$ cat config.mk
export PLATFORM = sky130hd
export DESIGN_NAME = regfile_wb_arbiter
export DESIGN_NICKNAME = d
export VERILOG_FILES = /design/src/rtl/regfile_pkg.sv /design/src/rtl/rr_arbiter2.sv /design/src/rtl/regfile_wb_arbiter.sv
export SDC_FILE = /design/constraint.sdc
export NUM_CORES = 1
export LEC_CHECK = 0
export ABC_AREA = 1
export ABC_CLOCK_PERIOD_IN_PS = 2100
export BUFFER_PORTS_ARGS = -buffer_cell sky130_fd_sc_hd__buf_2
export CAP_MARGIN = 10
export CORE_MARGIN = 5
export CORE_UTILIZATION = 40
export DETAILED_ROUTE_END_ITERATION = 8
export GPL_TIMING_DRIVEN = 0
export PLACE_DENSITY_LB_ADDON = 0.08
export SYNTH_ARGS = -nofsm -noshare
export SYNTH_HDL_FRONTEND = slang
export SYNTH_SLANG_ARGS = --single-unit
$ cat constraint.sdc
create_clock -name clk -period 2.1 [get_ports clk]
set_clock_uncertainty 0.1 [all_clocks]
set_input_delay 0.105 -clock clk [delete_from_list [all_inputs] [get_ports clk]]
set_output_delay 0.105 -clock clk [all_outputs]
set_load 0.005 [all_outputs]
$ cat src/rtl/regfile_pkg.sv
// Shared constants, types and helpers for the register file writeback path.
package regfile_pkg;

    localparam int ADDR_W   = 5;
    localparam int DATA_W   = 32;
    localparam int NUM_REGS = 2 ** ADDR_W;

    typedef logic [ADDR_W-1:0] reg_addr_t;
    typedef logic [DATA_W-1:0] reg_data_t;

    typedef enum logic {
        WB_ALU = 1'b0,
        WB_LSU = 1'b1
    } wb_src_t;

    function automatic logic [NUM_REGS-1:0] onehot(input reg_addr_t a);
        return NUM_REGS'(1) << a;
    endfunction

endpackage

$ cat src/rtl/rr_arbiter2.sv
// Two-requester round-robin arbiter with its priority flop.
// Requester 0 maps to WB_ALU and requester 1 to WB_LSU.
module rr_arbiter2
    import regfile_pkg::*;
(
    input  logic clk,
    input  logic rst,
    input  logic req0,
    input  logic req1,
    output logic gnt0,
    output logic gnt1
);

    wb_src_t prio;

    // Grants are held low while reset is asserted.
    always_comb begin
        gnt0 = 1'b0;
        gnt1 = 1'b0;
        if (rst) begin
            if (req0 && (!req1 || prio == WB_ALU)) begin
                gnt0 = 1'b1;
            end else if (req1) begin
                gnt1 = 1'b1;
            end
        end
    end

    // After any grant, priority moves to the other requester.
    always_ff @(posedge clk or negedge rst) begin
        if (!rst) begin
            prio <= WB_LSU;
        end else if (gnt0) begin
            prio <= WB_LSU;
        end else if (gnt1) begin
            prio <= WB_ALU;
        end
    end

endmodule

$ cat src/rtl/regfile_wb_arbiter.sv
// Register file write-port owner: arbitrates ALU/LSU writeback, registers the write
// and keeps the pending-write scoreboard. Optional bypass: REGFILE_WB_BYPASS_EN.
module regfile_wb_arbiter
    import regfile_pkg::*;
(
    input  logic                clk,
    input  logic                rst,
    input  logic                alu_valid,
    input  logic [ADDR_W-1:0]   alu_addr,
    input  logic [DATA_W-1:0]   alu_data,
    output logic                alu_ready,
    input  logic                lsu_valid,
    input  logic [ADDR_W-1:0]   lsu_addr,
    input  logic [DATA_W-1:0]   lsu_data,
    output logic                lsu_ready,
    input  logic                issue_valid,
    input  logic [ADDR_W-1:0]   issue_addr,
    output logic [NUM_REGS-1:0] busy,
    output logic                wr_en,
    output logic [ADDR_W-1:0]   wr_addr,
    output logic [DATA_W-1:0]   wr_data
`ifdef REGFILE_WB_BYPASS_EN
    ,
    input  logic [ADDR_W-1:0]   rf_rd_addr1,
    input  logic [ADDR_W-1:0]   rf_rd_addr2,
    input  logic [DATA_W-1:0]   rf_rd_data1,
    input  logic [DATA_W-1:0]   rf_rd_data2,
    output logic [DATA_W-1:0]   byp_data1,
    output logic [DATA_W-1:0]   byp_data2,
    output logic [NUM_REGS-1:0] busy_eff
`endif
);

    logic          any_gnt;
    reg_addr_t     sel_addr;
    reg_data_t     sel_data;
    logic [NUM_REGS-1:0] busy_nxt;

    rr_arbiter2 u_arb (
        .clk  (clk),
        .rst  (rst),
        .req0 (alu_valid),
        .req1 (lsu_valid),
        .gnt0 (alu_ready),
        .gnt1 (lsu_ready)
    );

    always_comb begin
        any_gnt  = alu_ready | lsu_ready;
        sel_addr = lsu_addr;
        sel_data = lsu_data;
        if (alu_ready) begin
            sel_addr = alu_addr;
            sel_data = alu_data;
        end
    end

    // A grant to x0 still completes the handshake but never raises wr_en.
    always_ff @(posedge clk or negedge rst) begin
        if (!rst) begin
            wr_en   <= 1'b0;
            wr_addr <= '0;
            wr_data <= '0;
        end else begin
            wr_en <= any_gnt && (sel_addr != '0);
            if (any_gnt) begin
                wr_addr <= sel_addr;
                wr_data <= sel_data;
            end
        end
    end

    // Issue is applied after the clear so a same-cycle re-issue keeps the bit set.
    always_comb begin
        busy_nxt = busy;
        if (wr_en) begin
            busy_nxt[wr_addr] = 1'b0;
        end
        if (issue_valid) begin
            busy_nxt[issue_addr] = 1'b1;
        end
        busy_nxt[0] = 1'b0;
    end

    always_ff @(posedge clk or negedge rst) begin
        if (!rst) begin
            busy <= '0;
        end else begin
            busy <= busy_nxt;
        end
    end

`ifdef REGFILE_WB_BYPASS_EN
    always_comb begin
        byp_data1 = rf_rd_data1;
        byp_data2 = rf_rd_data2;
        busy_eff  = busy;
        if (wr_en && wr_addr != '0) begin
            if (wr_addr == rf_rd_addr1) begin
                byp_data1 = wr_data;
            end
            if (wr_addr == rf_rd_addr2) begin
                byp_data2 = wr_data;
            end
        end
        if (wr_en) begin
            busy_eff = busy & ~onehot(wr_addr);
        end
    end
`endif

endmodule

## Word-level counts from Yosys, hierarchy flattened

Index checks and enable logic that the tools add are counted.

| cells by class | value |
|---|---|
| order comparisons | 4 |
| muxes and demuxes | 15 |
| bitwise operators | 5 |
| reductions and logical operators | 8 |

Operators by type and width:

| kind | count |
|---|---|
| two-way mux 32 bit | 3 |
| bitwise AND 32 bit | 1 |
| NOT 32 bit | 1 |
| bitwise OR 32 bit | 1 |
| < comparator 5 x 6 -> 1 bit, second input constant | 2 |
| demux 1 bit (select 5 bit) | 2 |
| >= comparator 5 x 1 -> 1 bit, second input constant | 2 |
| two-way mux 1 bit | 9 |
| two-way mux 5 bit | 1 |
| nonzero test 5 bit | 1 |
| logical AND 1 bit | 4 |
| nonzero test 2 bit | 1 |
| zero test 1 bit | 1 |
| logical OR 1 bit | 1 |
| NOT 1 bit | 1 |
| bitwise OR 1 bit | 1 |

| storage, ports and cells | value |
|---|---|
| register bits after elaboration | 70 |
| input bits | 84 |
| output and inout bits | 72 |
| word-level logic and storage cells | 37 |

## Depth between registers and ports, before layout

Gate-level depths: netlist of the first run.

| depth | value |
|---|---|
| depth in word-level cells | 9 |
| gate-level depth with buffers | 8 |
| gate-level depth less buffers | 7 |

## Hierarchy

A second synthesis of the first run with hierarchy kept.

| unflattened totals | value |
|---|---|
| cell total of the unflattened synthesis | 355 |
| area, all modules | 3069.2 um^2 |

By module, submodules not included:

| module | times used | cells each | area each (um^2) | seq. area each (um^2) |
|---|---|---|---|---|
| regfile_wb_arbiter | 1 | 347 | 3014.1 | 1726.7 |
| rr_arbiter2 | 1 | 8 | 55.1 | 26.3 |

## Least setup slack after synthesis of the first run

OpenSTA, ideal clock, no wires.

| timing | value |
|---|---|
| kind | register to register |
| from | register u_arb.prio |
| to | register wr_en |
| setup time | 121 ps |
| arrival time | 1199 ps |
| data required time | 1879 ps |
| slack | 680 ps |
| stages on the path, launching flop included | 9 |
| buffers on the path | 1 |
| period minus slack after synthesis | 1420 ps |
| path through | dfstp_2 > nand2_1 > nand3_2 > buf_4 > nand2_1 > o21ai_2 > nand2_1 > nor2_1 > nor2_1 |

| between the ends | value |
|---|---|
| cells in the longest elaborated chain, start to end | 8 |
| elaborated cells between the ends (all ways) | 11 |
| those cells by class | mux (5); bitwise (2); reduce/logical (4) |

RTL lines:

| what | RTL line | source |
|---|---|---|
| start: declaration | rr_arbiter2.sv:14 | `wb_src_t prio;` |
| start signal: assignment | rr_arbiter2.sv:32 | `prio <= WB_LSU;` |
| start signal: assignment | rr_arbiter2.sv:34 | `prio <= WB_LSU;` |
| start signal: assignment | rr_arbiter2.sv:36 | `prio <= WB_ALU;` |
| NOT 1 bit (*) | rr_arbiter2.sv:21 | `if (req0 && (!req1 \|\| prio == WB_ALU)) begin` |
| logical OR 1 bit (*) | rr_arbiter2.sv:21 |  |
| logical AND 1 bit (*) | rr_arbiter2.sv:21 |  |
| two-way mux 1 bit | rr_arbiter2.sv:21 |  |
| two-way mux 1 bit | rr_arbiter2.sv:20 | `if (rst) begin` |
| two-way mux 5 bit | regfile_wb_arbiter.sv:52 | `if (alu_ready) begin` |
| nonzero test 5 bit | regfile_wb_arbiter.sv:65 | `wr_en <= any_gnt && (sel_addr != '0);` |
| logical AND 1 bit (*) | regfile_wb_arbiter.sv:65 |  |
| end signal: assignment | regfile_wb_arbiter.sv:65 |  |
| end: declaration | regfile_wb_arbiter.sv:19 | `output logic wr_en,` |

Mark *: on every way between the ends. The rest lies on a longest branch, timed or not.
A chain may end at the register's enable or synchronous reset.

## Final worst setup path of the first run

| timing | value |
|---|---|
| from | input rst |
| to | output lsu_ready |

| between the ends | value |
|---|---|
| cells in the longest elaborated chain, start to end | 1 |

RTL lines:

| what | RTL line | source |
|---|---|---|
| start: declaration | regfile_wb_arbiter.sv:7 | `input logic rst,` |
| two-way mux 1 bit | rr_arbiter2.sv:20 |  |
| end: declaration | regfile_wb_arbiter.sv:15 | `output logic lsu_ready,` |

Every way passes these cells.

==> impl_metrics.env, run 1 <==
export IMPL_synth_most_common_cell="o21ai_0"
export IMPL_die_footprint_um2=9870
export IMPL_report_final_setup_viol=0
export IMPL_synth_top_cells_by_count="o21ai_0, nand2_1, dfrtp_1"
export IMPL_netlist_area_leader_share_pct=54.1
export IMPL_worst_skew_pair_late_latency_ps=340
export IMPL_cts_htree_levels=3
export IMPL_syn_cell_area_um2=3190
export IMPL_antenna_left=0
export IMPL_postSynthNetCount=470
export IMPL_clock_tree_buffer_depth=2
export IMPL_synth_enable_flop_cells=0
export IMPL_insertedDiodeCount=0
export IMPL_cts_buffers=9
export IMPL_cp_start_kind="input pin"
export IMPL_final_layout_size_suffix_gt1_share_pct=31.4
export IMPL_clock_fmax_mhz=514
export IMPL_synth_main_ff_cell="dfrtp_1"
export IMPL_crit_family="buffers and inverters"
export IMPL_totalNegativeSetupSlack_ps=0
export IMPL_tritoncts="built"
export IMPL_post_drt_via_cell_ratio=4.87
export IMPL_floorplan_io_pins=156
export IMPL_number_of_sinks_driven_by_the_clock_tree=70
export IMPL_drtIter0Drc=100
export IMPL_synthArstFlopShare_pct=100
export IMPL_hold_path_class="input pin to flip-flop"
export IMPL_drt_pre_antenna_iters=4
export IMPL_largest_net_degree_at_the_start_of_global_routing=74
export IMPL_gr_total_overflow=0
export IMPL_ys_seq_elements=70
export IMPL_synth_area_per_cell_um2=8.27
export IMPL_area_growth_synth_to_final_pct=51.2
export IMPL_max_cap_viol_count=0
export IMPL_power_density_nw_per_um2=891
export IMPL_grt_total_usage_pct=21.4
export IMPL_final_min_clock_period_ps=1940
export IMPL_cp_data_arrival_time_ps=1740
export IMPL_yosys_cell_types_count=18
export IMPL_cts_resized=0
export IMPL_cts_clk_slew_worst_paths_ps=70
export IMPL_layout_worst_path_cycle_share_pct=92.6
export IMPL_remaining_drc_errors=0
export IMPL_post_cts_setup_buffer_count=0
export IMPL_routed_wl_um=10400
export IMPL_synth_top_area_cell="dfrtp_1"
export IMPL_finalWeightedCongestion=0.775
export IMPL_fraction_of_the_yosys_area_taken_by_sequential_cells_pct=54.9
export IMPL_antenna_violations_before_repair=0
export IMPL_die_w_um=99.3
export IMPL_start_util_pct=41.1
export IMPL_detailedPlacementHpwl_um=7130
export IMPL_count_of_standard_cell_rows=32
export IMPL_setup_worst_path_end_class="output pin"
export IMPL_critical_path_buf_inv_count=5
export IMPL_final_nets=685
export IMPL_hold_viol_final=0
export IMPL_critical_path_max_fanout=37
export IMPL_final_max_slew_violation_count=0
export IMPL_wire_length_per_cell_after_detailed_routing_um=14.7
export IMPL_cp_slowest_stage_delay_ps=530
export IMPL_timing_critical_path_required_ps=1890
export IMPL_total_power_mw=4.30
export IMPL_outcome="complete, no violations"
export IMPL_synth_warnings=0
export IMPL_root_driver="clkbuf_8"
export IMPL_timing_hold_ws_ps=9.26
export IMPL_buffer_ports_inserted=154
export IMPL_cp_slowest_cell="dlygate4sd3_1"
export IMPL_power_leakage_nw=2.38
export IMPL_power_ir_vdd_worst_mv=0.319
export IMPL_synth_top_cells_by_area="dfrtp_1, o21ai_0, nand2_1, inv_1, o21ai_1"
export IMPL_first_global_vias=3538
export IMPL_worst_setup_path_type="input pin to output pin"
export IMPL_cells_after_synthesis=386
export IMPL_cp_cell_sequence="dlygate4sd3_1 > buf_4 > buf_16 > nand2_2 > clkbuf_1 > a21oi_1 > buf_2"
export IMPL_die_ht_um=99.3
export IMPL_unrepaired_setup_endpoints_after_global_routing="false"
export IMPL_fp_coreArea_um2=7770
export IMPL_routed_via_count=3451
export IMPL_wire_length_of_the_first_global_routing_pass_um=16900
routing by layer:
metal	track usage [%]	vias up	wire length [µm]	part of all wire (%)
li1	-	1705	-	-
met4	7.77	0	156	1.5
met5	0	-	0	0
met3	5.40	15	766	7.4
met1	26.5	1606	4230	41
met2	36.1	125	5240	50
per-stage QoR:
stage               worst slack (ps)  util [%]  area (µm²)  std cells
finish                           156      62.1        4820        708
floorplan                        680         -        3190        386
global route                    43.4      62.1        4820        708
detailed placement               390      53.0        4120        643
CTS                             53.8      61.8        4800        707
global placement                -606      52.7        4090        642
registers in the layout, summed over array words and instances (netlist names):
name	flops
busy	31
u_arb.prio	1
wr_addr	5
wr_data	32
wr_en	1
path summary, 6_finish.rpt:
check,slack [ps],cells after the start,end,start
max in group asynchronous,1160,3,wr_data[6],rst
min in group asynchronous,210,3,busy[7],rst
hold reg to reg,360,2,u_arb.prio,u_arb.prio
setup / recovery,160,7,lsu_ready,rst
setup reg to reg,480,8,wr_en,u_arb.prio
hold / removal,9,5,wr_data[28],lsu_data[28]
cell usage in the layout, fill, tap and decap left out:
cell,n
buf_2,160
o21ai_0,104
nand2_1,81
dfrtp_1,69
inv_1,51
dlygate4sd3_1,48
o21ai_1,27
nand3_1,25
clkbuf_8,9
buf_4,6
clkbuf_1,4
nand4_1,3
nand2_2,2
o21ai_2,2
nor2_1,2
clkinvlp_4,2
clkinv_4,2
nand3_2,1
inv_2,1
a21oi_1,1
conb_1,1
inv_6,1
bufinv_16,1
clkbuf_16,1
dfstp_2,1
buf_16,1
cell type report:
cell class              count  area, µm²
plain buffers              15       83.8
clock buffers              10        128
clock inverters             6       71.3
fillers                   709       2940
inverters                  52        195
multi-input cells         249       1160
flip-flops and latches     70       1750
well taps                 102        128
repair buffers            204       1310
worst min-delay path: cells and delay by family:
kind | cells | cell delay, ps
AO/OA/AOI/OAI | 2 | 120
buffers and inverters | 2 | 120
AND/OR/NAND/NOR | 1 | 70
power breakdown:
| group | switching (mW) | internal (mW) | leakage [nW] |
|---|---|---|---|
| sequential | 0.228 | 1.75 | 0.781 |
| combinational | 0.630 | 0.597 | 1.51 |
| clock | 0.535 | 0.557 | 0.0931 |
| total | 1.39 | 2.90 | 2.38 |
kinds of logic (layout without fill, tap and decap cells):
family | after synthesis | count (layout) | share of synthesized area, %
compound gates | 134 | 134 | 21.2
simple gates | 114 | 114 | 15.0
flops | 70 | 70 | 54.9
buf+inv | 67 | 287 | 8.74
other cells | 1 | 1 | 0.117
timing repair:
| action | 4_1_cts | 5_1_grt |
|---|---|---|
| hold endpoints to repair | 102 | 0 |
| setup endpoints to repair | 0 | 2 |
| hold buffers | 48 | 0 |
Note: power is estimated with default switching activity, not from simulation.
==> inputs of run 2 (changes only) <==
--- a/config.mk
+++ b/config.mk
@@ -16,4 +16,5 @@
 export PLACE_DENSITY_LB_ADDON = 0.08
 export SYNTH_ARGS = -nofsm -noshare
 export SYNTH_HDL_FRONTEND = slang
+export SYNTH_HIERARCHICAL = 1
 export SYNTH_SLANG_ARGS = --single-unit
==> run 2 against run 1 <==
Net effect: worst setup slack worse by 71 ps; hold slack improved by 18 ps; sequential share of layout area fell by 2.0 points; clock power is 22% higher; combinational power up 7%; design area is 5.7% higher; sequential power is essentially flat; die area down 3.5%; non-clock buffer count is 31 higher; global-route usage up 2.3 points; flip-flop and latch count unchanged; critical path depth fell by 2; largest cell class unchanged.
==> impl_metrics.env, run 2 <==
export IMPL_synth_top_area_cell="dfrtp_1"
export IMPL_wire_length_per_cell_after_detailed_routing_um=15.5
export IMPL_drt_pre_antenna_iters=5
export IMPL_synth_main_ff_cell="dfrtp_1"
export IMPL_cells_after_synthesis=355
export IMPL_insertedDiodeCount=0
export IMPL_synth_top_cells_by_area="dfrtp_1, nand3_1, o21ai_0, nand2_1, inv_1"
export IMPL_area_growth_synth_to_final_pct=66.2
export IMPL_synth_area_per_cell_um2=8.65
export IMPL_routed_via_count=3534
export IMPL_final_max_slew_violation_count=0
export IMPL_postSynthNetCount=439
export IMPL_setup_worst_path_end_class="flip-flop"
export IMPL_detail_route_wirelength_met1_um=4420
export IMPL_layout_commonest_cell="buf_2"
export IMPL_first_global_vias=3712
export IMPL_top_sig_layer="met4"
export IMPL_count_of_standard_cell_rows=32
export IMPL_critical_path_buf_inv_count=2
export IMPL_die_ht_um=97.6
export IMPL_final_layout_size_suffix_gt1_share_pct=32.7
export IMPL_number_of_sinks_driven_by_the_clock_tree=70
export IMPL_most_common_layout_cells="buf_2, nand3_1, nand2_1, dlygate4sd3_1, dfrtp_1"
export IMPL_crit_family="buffers and inverters"
export IMPL_cts_clk_slew_worst_paths_ps=80
export IMPL_fp_coreArea_um2=7610
export IMPL_yosys_cell_types_count=17
export IMPL_power_density_nw_per_um2=912
export IMPL_top_regs="wr_data (32), busy (31), wr_addr (5)"
export IMPL_synth_enable_flop_cells=0
export IMPL_hold_viol_final=0
export IMPL_cp_cell_sequence="nand2_1 > nand3_1 > dlygate4sd3_1 > nand2_1 > dlygate4sd3_1"
export IMPL_clock_tree_buffer_depth=2
export IMPL_layout_cell_area_non_filler_um2=5100
export IMPL_final_nets=684
export IMPL_drtIter0Drc=173
export IMPL_routed_wl_um=11000
export IMPL_floorplan_io_pins=156
export IMPL_cp_slowest_stage_delay_ps=550
export IMPL_cts_htree_levels=3
export IMPL_wire_length_of_the_first_global_routing_pass_um=18300
export IMPL_die_footprint_um2=9520
export IMPL_start_util_pct=40.3
export IMPL_antenna_violations_before_repair=0
export IMPL_report_final_setup_viol=0
export IMPL_critical_path_max_fanout=2
export IMPL_finalWeightedCongestion=0.853
export IMPL_postPlaceCellArea_um2=4000
export IMPL_netlist_area_leader_share_pct=56.3
export IMPL_max_cap_viol_count=0
export IMPL_top_register="wr_data"
export IMPL_largest_net_degree_at_the_start_of_global_routing=42
export IMPL_timing_hold_ws_ps=27.7
export IMPL_antenna_left=0
export IMPL_synthArstFlopShare_pct=100
export IMPL_layout_worst_path_cycle_share_pct=96.0
export IMPL_clock_fmax_mhz=496
export IMPL_met3_length_um=820
export IMPL_power_ir_vdd_worst_mv=0.401
export IMPL_cp_data_arrival_time_ps=2180
export IMPL_synth_warnings=6
export IMPL_root_driver="clkbuf_8"
export IMPL_worst_setup_path_type="flip-flop to flip-flop"
export IMPL_die_w_um=97.6
export IMPL_worst_skew_pair_late_latency_ps=330
export IMPL_synth_most_common_cell="nand3_1"
export IMPL_gr_total_overflow=0
export IMPL_grt_total_usage_pct=23.7
export IMPL_synth_top_cells_by_count="nand3_1, nand2_1, dfrtp_1"
export IMPL_met2_wirelength_um=5600
export IMPL_tritoncts="built"
export IMPL_ys_seq_elements=70
export IMPL_timing_critical_path_required_ps=2270
export IMPL_cp_start_kind="flip-flop"
export IMPL_buffer_ports_inserted=154
export IMPL_remaining_drc_errors=0
export IMPL_fraction_of_the_yosys_area_taken_by_sequential_cells_pct=57.1
export IMPL_cts_buffers=9
export IMPL_hold_path_class="input pin to flip-flop"
export IMPL_final_min_clock_period_ps=2020
export IMPL_largest_reg_flops=32
export IMPL_syn_cell_area_um2=3070
export IMPL_outcome="complete, no violations"
export IMPL_power_leakage_nw=2.49
export IMPL_detailedPlacementHpwl_um=6920
export IMPL_post_drt_via_cell_ratio=5.00
export IMPL_cp_slowest_cell="dlygate4sd3_1"
==> run 2: cells by family after synthesis <==
logic type	synth area share [%]
flip-flops	57.1
other	0.122
buffers and inverters	5.54
AND/OR/NAND/NOR	25.7
AO/OA/AOI/OAI	11.5
==> run 2: power breakdown <==
group / total [mW] / internal (mW) / switching (mW)
combinational: 1.31 / 0.662 / 0.650
sequential: 2.00 / 1.76 / 0.241
clock: 1.33 / 0.820 / 0.515
==> run 2: path summary, 6_finish.rpt <==
check,from,to,slack (ps),depth (start not counted)
setup / recovery,u_arb/prio,u_arb/prio,80,5
hold / removal,alu_addr[4],wr_addr[4],30,5
setup reg to reg,u_arb/prio,u_arb/prio,80,5
hold reg to reg,wr_data[4],wr_data[4],380,2
max in group asynchronous,rst,busy[15],870,7
min in group asynchronous,rst,busy[19],590,7
==> run 2: cell type report <==
class,instances,area (µm²)
inverter,20,75.1
clock buffer,10,138
sequential,70,1750
buffer,16,105
clock inverter,6,109
tap,102,128
multi-input combinational,249,1150
fill,626,2510
timing repair buffer,234,1640
==> run 2: through the flow <==
step                      power, mW  cells  TNS (ps)  util [%]  setup WS, ps
after global routing           4.96    707     -11.9      67.1         -11.9
final                          4.65    707         0      67.1          84.4
after CTS                      4.66    704         0      66.6          38.1
after detailed placement       3.19    612         0      52.5          16.1
after floorplan                2.48    355         0         -           559
after global placement         3.14    611    -22780      52.2          -636
==> run 2: metal layers <==
metal,track usage (%),up-vias
met4,7.24,0
met1,28.9,1687
met3,5.67,13
li1,-,1688
met2,41.3,146
met5,0,-
==> run 2: what timing repair did <==
item	in CTS	in global routing
hold buffers	76	0
gates resized for setup	0	5
setup buffers	0	3
hold endpoints to repair	104	0
setup endpoints to repair	0	1
==> run 2: worst reg2reg max path, stage by stage, from the launching register on <==
cell and delay (ps):
dfstp_2 540, nand2_1 90, nand3_1 90, dlygate4sd3_1 550, nand2_1 40, dlygate4sd3_1 540
